<file path="src/rtl/uart_tx_arbiter.sv">
// Serializes direction, seed-pair and control requests into single-cycle UART TX FIFO writes.
// FSM: IDLE grants a pending slot, GAP idles one cycle after each write, SEED_Y sends the seed Y byte.
module uart_tx_arbiter #(
  parameter int DIR_MAX_WAIT = 4
) (
  input  logic       clk,
  input  logic       rst,
  input  logic       dir_send,
  input  logic [2:0] dir,
  input  logic       seed_req,
  input  logic [4:0] seed_x,
  input  logic [4:0] seed_y,
  input  logic       ctrl_req,
  input  logic [5:0] ctrl_code,
  input  logic       tx_full,
  output logic       wr_uart,
  output logic [7:0] w_data,
  output logic       busy,
  output logic       seed_drop,
  output logic       ctrl_drop
);
  localparam int WW = (DIR_MAX_WAIT < 1) ? 1 : $clog2(DIR_MAX_WAIT + 1);
  localparam logic [WW-1:0] WAIT_MAX = WW'(DIR_MAX_WAIT);

  typedef enum logic [1:0] {IDLE = 2'd0, SEED_Y = 2'd1, GAP = 2'd2} state_t;

  state_t        state, state_n;
  logic          pair_open, pair_open_n;
  logic          dir_prev, dir_v, seed_v, ctrl_v;
  logic [2:0]    dir_q;
  logic [4:0]    x_q, y_q;
  logic [5:0]    ctrl_q;
  logic [WW-1:0] wait_cnt, wait_cnt_n;
  logic          grant_dir, grant_seed, grant_ctrl, issue_y;
  logic          wr_n;
  logic [7:0]    data_n;
  logic          dir_rise, seed_take, ctrl_take;
  logic          dir_v_n, seed_v_n, ctrl_v_n;

  always_ff @(posedge clk) begin
    if (rst) begin
      state     <= IDLE;
      pair_open <= 1'b0;
    end else begin
      state     <= state_n;
      pair_open <= pair_open_n;
    end
  end

  // pair_open remembers that GAP must lead into SEED_Y rather than IDLE
  always_comb begin
    state_n     = state;
    pair_open_n = pair_open;
    case (state)
      IDLE: begin
        if (wr_n) begin
          state_n     = GAP;
          pair_open_n = grant_seed;
        end
      end
      GAP:     state_n = pair_open ? SEED_Y : IDLE;
      SEED_Y: begin
        if (issue_y) begin
          state_n     = GAP;
          pair_open_n = 1'b0;
        end
      end
      default: state_n = IDLE;
    endcase
  end

  always_comb begin
    grant_dir  = 1'b0;
    grant_seed = 1'b0;
    grant_ctrl = 1'b0;
    issue_y    = 1'b0;
    data_n     = w_data;
    if (state == IDLE && !tx_full) begin
      if (dir_v && wait_cnt == WAIT_MAX) grant_dir = 1'b1;
      else if (seed_v)                   grant_seed = 1'b1;
      else if (ctrl_v)                   grant_ctrl = 1'b1;
      else if (dir_v)                    grant_dir = 1'b1;
    end
    if (state == SEED_Y && !tx_full) issue_y = 1'b1;
    wr_n = grant_dir | grant_seed | grant_ctrl | issue_y;
    if (grant_dir)       data_n = {5'b00000, dir_q};
    else if (grant_seed) data_n = {3'b010, x_q};
    else if (grant_ctrl) data_n = {2'b11, ctrl_q};
    else if (issue_y)    data_n = {3'b100, y_q};
  end

  // a capture on the same edge as the slot's release is accepted, not dropped
  assign dir_rise  = dir_send & ~dir_prev;
  assign seed_take = seed_req & (~seed_v | issue_y);
  assign ctrl_take = ctrl_req & (~ctrl_v | grant_ctrl);
  assign dir_v_n   = dir_rise | (dir_v & ~grant_dir);
  assign seed_v_n  = seed_take | (seed_v & ~issue_y);
  assign ctrl_v_n  = ctrl_take | (ctrl_v & ~grant_ctrl);

  always_comb begin
    wait_cnt_n = wait_cnt;
    if (grant_dir || !dir_v)
      wait_cnt_n = '0;
    else if ((grant_seed || grant_ctrl) && wait_cnt != WAIT_MAX)
      wait_cnt_n = wait_cnt + 1'b1;
  end

  always_ff @(posedge clk) begin
    if (rst) begin
      dir_prev  <= 1'b0;
      dir_v     <= 1'b0;
      seed_v    <= 1'b0;
      ctrl_v    <= 1'b0;
      dir_q     <= '0;
      x_q       <= '0;
      y_q       <= '0;
      ctrl_q    <= '0;
      wait_cnt  <= '0;
      seed_drop <= 1'b0;
      ctrl_drop <= 1'b0;
      wr_uart   <= 1'b0;
      w_data    <= 8'h00;
      busy      <= 1'b0;
    end else begin
      dir_prev <= dir_send;
      dir_v    <= dir_v_n;
      seed_v   <= seed_v_n;
      ctrl_v   <= ctrl_v_n;
      if (dir_rise) dir_q <= dir;
      if (seed_take) begin
        x_q <= seed_x;
        y_q <= seed_y;
      end
      if (ctrl_take) ctrl_q <= ctrl_code;
      if (seed_req && !seed_take) seed_drop <= 1'b1;
      if (ctrl_req && !ctrl_take) ctrl_drop <= 1'b1;
      wait_cnt <= wait_cnt_n;
      wr_uart  <= wr_n;
      w_data   <= data_n;
      busy     <= dir_v_n | seed_v_n | ctrl_v_n | (state_n != IDLE);
    end
  end
endmodule
</file>
<file path="config.mk">
export PLATFORM = sky130hd
export DESIGN_NAME = uart_tx_arbiter
export DESIGN_NICKNAME = d
export VERILOG_FILES = /design/src/rtl/uart_tx_arbiter.sv
export SDC_FILE = /design/constraint.sdc
export NUM_CORES = 1
export LEC_CHECK = 0
export ABC_AREA = 1
export CORE_MARGIN = 2
export CORE_UTILIZATION = 45
export DETAILED_ROUTE_END_ITERATION = 8
export PLACE_DENSITY = 0.75
export SLEW_MARGIN = 20
export SYNTH_ARGS = -nofsm -noshare
export SYNTH_HDL_FRONTEND = slang
export SYNTH_SLANG_ARGS = --single-unit
</file>
<file path="constraint.sdc">
create_clock -name clk -period 1.5 [get_ports clk]
set_input_delay 0.3 -clock clk [delete_from_list [all_inputs] [get_ports clk]]
set_output_delay 0.3 -clock clk [all_outputs]
set_load 0.03 [all_outputs]
</file>
======== Yosys cells after proc, flatten, opt, wreduce, memory -nomap -nowiden ========
Cells that the tools add are included.
word-level totals
  word-level logic and storage cells ...... 94
  bits of input ports ..................... 25
  register bits after elaboration ......... 41
  output and inout bits ................... 12
operators by class
  reduce and logical (&&, ||, !) cells .... 22
  bitwise operators ....................... 23
  eq/ne operators ......................... 6
  add/sub/neg operators ................... 1
  mux-type cells .......................... 24
operators with widths
  cell                 number
  $mux 1               16
  $mux 8               2
  $or 1x1->1           11
  $mux 7               1
  $and 1x1->1          6
  $logic_and 1x1->1    6
  $not 1->1            6
  $pmux 2 s3           1
  $reduce_bool 2->1    3
  $logic_not 1->1      4
  $mux 2               2
  $ne 2x2->1 const B   2
  $reduce_bool 4->1    1
  $reduce_or 2->1      2
  $add 3x1->3 const B  1
  $eq 3x3->1 const B   1
  $mux 3               1
  $ne 3x3->1 const B   1
  $reduce_and 3->1     1
  $reduce_bool 3->1    1
  $reduce_or 3->1      1
  $eq 2x1->1 const B   1
  $eq 2x2->1 const B   1
  $logic_not 2->1      1
  2 further kinds      3

======== Longest topological paths before layout ========
  depth after elaboration ................. 12
  gate-level depth with buffers ........... 11
  mapped depth without buffers ............ 11

======== Least setup slack after synthesis ========
Ideal clock, no wire load.
  kind .................................... register -> register
  from .................................... register wait_cnt[0]
  to ...................................... register ctrl_q[1]
  buffers on the path ..................... 1
  data arrival time ....................... 1.418 ns
  cell stages (with the launch flop) ...... 12
  setup slack ............................. -0.035 ns
  period minus slack after synthesis ...... 1.535 ns
  library setup time ...................... 0.117 ns
  data required time ...................... 1.383 ns
  cells stage by stage .................... dfxtp_1 -> inv_1 -> ha_1 -> nand3_2 -> nand2_2 -> nor2_8 -> inv_4 -> nand2_1 -> nand2_2 -> buf_6 -> o21ai_1 -> a21oi_1
on the way
  word-level cells in the longest chain between the ends .. 6
RTL lines
  what                    RTL line  source
  start, declared         33        logic [WW-1:0] wait_cnt, wait_cnt_n;
  start signal, assigned  137       wait_cnt <= wait_cnt_n;
  $eq 3x3->1              79        if (dir_v && wait_cnt == WAIT_MAX) grant_dir = 1'b1;
  $logic_and 1x1->1       79
  $mux 1                  79
  $mux 1                  78        if (state == IDLE && !tx_full) begin
  $or 1x1->1              95        assign ctrl_take = ctrl_req & (~ctrl_v | grant_ctrl);
  $and 1x1->1             95
  end signal, assigned    134       if (ctrl_take) ctrl_q <= ctrl_code;
  end, declared           32        logic [5:0] ctrl_q;
Every way passes these cells.
A chain may end at the register's enable or synchronous reset.

======== Worst setup path after layout ========
  from .................................... input port tx_full
  to ...................................... register w_data[3]
on the way
  word-level cells in the longest chain between the ends .. 5
  elaborated cells between the ends (all ways) .. 11
  those cells by class .................... mux: 6; reduce/logical: 5
RTL lines
  what                  RTL line  source
  start, declared       15        input logic tx_full,
  $logic_not 1->1 *     78, 84
  $logic_and 1x1->1     78
  $mux 1                78
  $mux 8                88        else if (grant_ctrl) data_n = {2'b11, ctrl_q};
  $mux 7                87        else if (grant_seed) data_n = {3'b010, x_q};
  end signal, assigned  139       w_data <= data_n;
  end, declared         17        output logic [7:0] w_data,
Every way passes the cells marked *; elsewhere a longest branch is shown, timed or not.

==> flow_summary_export.csv <==
group,metric,value,unit
status,status,"complete, no violations",
place,place.detailed.hpwl,2.94,mm
clock_tree,clock_latency,0.29,ns
sta,hold_violations,0,
global_route,grt_pass1_vias,1437,
detailed_routing,wl_per_cell,11.0,um
pwr,p_comb_share,20.6,%
synth,synth.area.top_cells,"dfxtp_1 47%, nand2_1 8.6%, nor2_1 7.7%",
synth,synth_fp_nets,263,
detailed_routing,drt_iter0_markers,59,
synth,syn_area_per_cell,7.42,um2
final_layout,fin_area,0.00252,mm2
detailed_routing,wirelength,3.87,mm
final_layout,drive_gt1_share,21.8,%
worst_hold_path,hp-class,"reg -> reg",
detailed_routing,vias,1637,
pwr,swShare,27.9,%
synth,synth_top_family_by_area,"simple AND/OR/NAND/NOR gates",
synth,yosys.area.top_type,"dfxtp_1",
worst_setup_path,cp-end-kind,"flip-flop",
place,place_congestion,0.847,
place,place_area,0.00233,mm2
clock_tree,cts-root-buf,"clkbuf_8",
sta,hold_slack,0.443,ns
worst_setup_path,crit_chain,"clkdlybuf4s50_1 -> inv_2 -> nand3_4 -> inv_2 -> nand3_2 -> nand2_4 -> buf_4 -> o21ai_0 -> a21oi_1",
sta,skew,0.00468,ns
final_layout,final_util,68.2,%
sta,fmax,0.694,GHz
synth,synthMuxAreaShare,0,%
sta,fin_crit,1.44,ns
synth,synth_seq_area_share,46.9,%
sta,finalMaxSlewViolations,0,
synth,synthTopCellsByCount,"41 x dfxtp_1, 40 x nand2_1, 36 x nor2_1",
synth,synth-xor-area-share,0,%
sta,setup_tns,0,ns
synth,synth_cells,236,
worst_setup_path,cp-start-kind,"input pin",
worst_setup_path,worstPathArrival,1.62,ns
floorplanning,die_area,0.00441,mm2
sta,worstMarginPinSlew,0.397,ns
global_route,track_usage,18.6,%
detailed_routing,via_per_inst,4.66,
pwr,ir_drop,563,uV
global_route,antenna_found_initial,0,
floorplanning,fp.coreArea,0.00369,mm2
sta,post-route-period-util,96.1,%
clock_tree,clockBufferDepth,2,
synth,yosysUniqueCellTypes,28,
detailed_routing,drc,0,
synth,synth_compound_area_share,17.8,%
worst_setup_path,critical_path_required,1.68,ns
clock_tree,hold_buffers,0,
place,placed_cells,339,
worst_setup_path,crit_buf_inv,4,
worst_setup_path,crit_family,"buffers and inverters",
detailed_routing,drtPass1Iterations,4,
sta,setup_viol_count_final,0,
place,io_buffer_count,36,
synth,synth_top_area_share,46.9,%
synth,async_flop_share,0,%
global_route,grt_first_pass_wirelength,6.15,mm
final_layout,nNetsFinal,329,
worst_setup_path,worst_path_most_repeated_cell,"inv_2",
clock_tree,cts_max_level,2,
pwr,power.share.clock,28.5,%
synth,synth.most_common_cell,"dfxtp_1",
clock_tree,cts_tree,"done",
pwr,p_leak,1.18,nW
global_route,grt_max_degree,14,
pwr,p_switching,0.661,mW
floorplanning,rows,22,
floorplanning,pin_count,37,
pwr,power_density,941,mW/mm2
synth,synth-seq-cells,41,
synth,synth-simple-area-share,24.7,%
floorplanning,start_util,47.5,%
worst_setup_path,crit_fanout,5,
clock_tree,clock-sinks,41,
final_layout,instances_no_fill,351,
sta,max_slew_margin,73.3,%
synth,ys_warn_count,0,
synth,synthAdderAreaFrac,1.43,%
synth,synth-edff-count,0,
synth,synth_area,0.00175,mm2
worst_setup_path,cp_slowest_cell,"clkdlybuf4s50_1",
final_layout,antennaDiodeCount,0,
floorplanning,die_w,66.4,um
run,max-cap-violations,0,
pwr,p_int,1.71,mW
pwr,seqPwrFrac,51.0,%
clock_tree,cts_buffers,5,
global_route,gr-total-overflow,0,
worst_setup_path,max_stage_delay,0.49,ns
floorplanning,die_y,66.4,um
synth,synthFlopType,"dfxtp_1",
sta,rsz0062_at_grt,"true",
detailed_routing,ant_nets,0,
worst_setup_path,path_class,"in -> reg",
final_layout,syn2layout_area_growth,43.7,%
clock_tree,clkSlewWorstSetupHoldPaths,0.07,ns
==> per-layer routing <==
metal	up-vias	global-route usage [%]	share of wire, %
met1	708	23.7	47
met3	7	4.43	4.2
met2	38	29.0	47
met4	0	9.44	1.9
met5	-	0	0
li1	884	-	-
==> power by group through the flow <==
stage          clock network, mW  registers, mW  logic [mW]
2_1_floorplan                  0           1.27       0.220
3_3_place_gp                   0           1.23       0.465
3_5_place_dp                   0           1.23       0.470
4_1_cts                    0.691           1.21       0.463
5_1_grt                    0.739           1.21       0.538
6_report                   0.675           1.21       0.487
==> cells by family after synthesis <==
kind of cell	Yosys count
adder cells (fa/ha/maj)	2
flip-flops	41
buffers and inverters	40
AO/OA/AOI/OAI	56
AND/OR/NAND/NOR	97
==> stage by stage <==
step	power, mW	worst slack [ns]
after floorplan	1.49	0.0180
after detailed placement	1.70	-0.363
after global placement	1.69	-0.362
after global routing	2.49	-0.0184
after CTS	2.36	0.00846
final	2.37	0.0586
==> registers in the layout, summed over array words and instances, names as in the netlist, 2 cells and up <==
register / count
w_data: 8
wait_cnt: 3
dir_q: 3
ctrl_q: 6
state: 2
y_q: 5
x_q: 5
==> repair_timing <==
action,CTS,global route
setup endpoints to repair,23,28
endpoints found under the hold margin,0,0
gates cloned,0,1
setup buffers,0,3
pin swaps,2,4
gates resized for setup,17,19
==> worst register-to-register path, delay by kind of cell (launching register included) <==
family	cells	cell delay, ns
buffers and inverters	2	0.19
AOI/OAI and AO/OA	1	0.05
adders and majority gates	1	0.16
and+or+nand+nor	7	0.56
DFF	1	0.33
==> final timing paths <==
kind	startpoint	endpoint	slack [ns]	cells after the start
max reg2reg	wait_cnt[0]	w_data[0]	0.10	11
max	tx_full	w_data[3]	0.06	9
min reg2reg	seed_drop	seed_drop	0.44	2
min	seed_drop	seed_drop	0.44	2
==> layout make-up <==
| class | instances | area [um2] |
|---|---|---|
| clock buffer | 6 | 72.6 |
| tap | 48 | 60.1 |
| clock inverter | 2 | 10.0 |
| inverter | 35 | 134 |
| fill | 321 | 1170 |
| multi-input combinational | 156 | 866 |
| timing repair buffer | 63 | 552 |
| sequential | 41 | 823 |
==> placed cells by master, fill, tap and decap left out, types with 5 or more instances in the layout <==
cell / netlist / layout
dlygate4sd2_1: 0 / 12
o21ai_0: 17 / 16
nor2_1: 36 / 34
dfxtp_1: 41 / 39
a21oi_1: 23 / 23
nand3_1: 10 / 8
clkbuf_8: 0 / 5
inv_2: 1 / 5
inv_1: 33 / 29
clkdlybuf4s50_1: 0 / 24
buf_4: 0 / 26
nand2_1: 40 / 37
o21ai_2: 3 / 5
No activity file was read; power rests on OpenSTA's default activity.
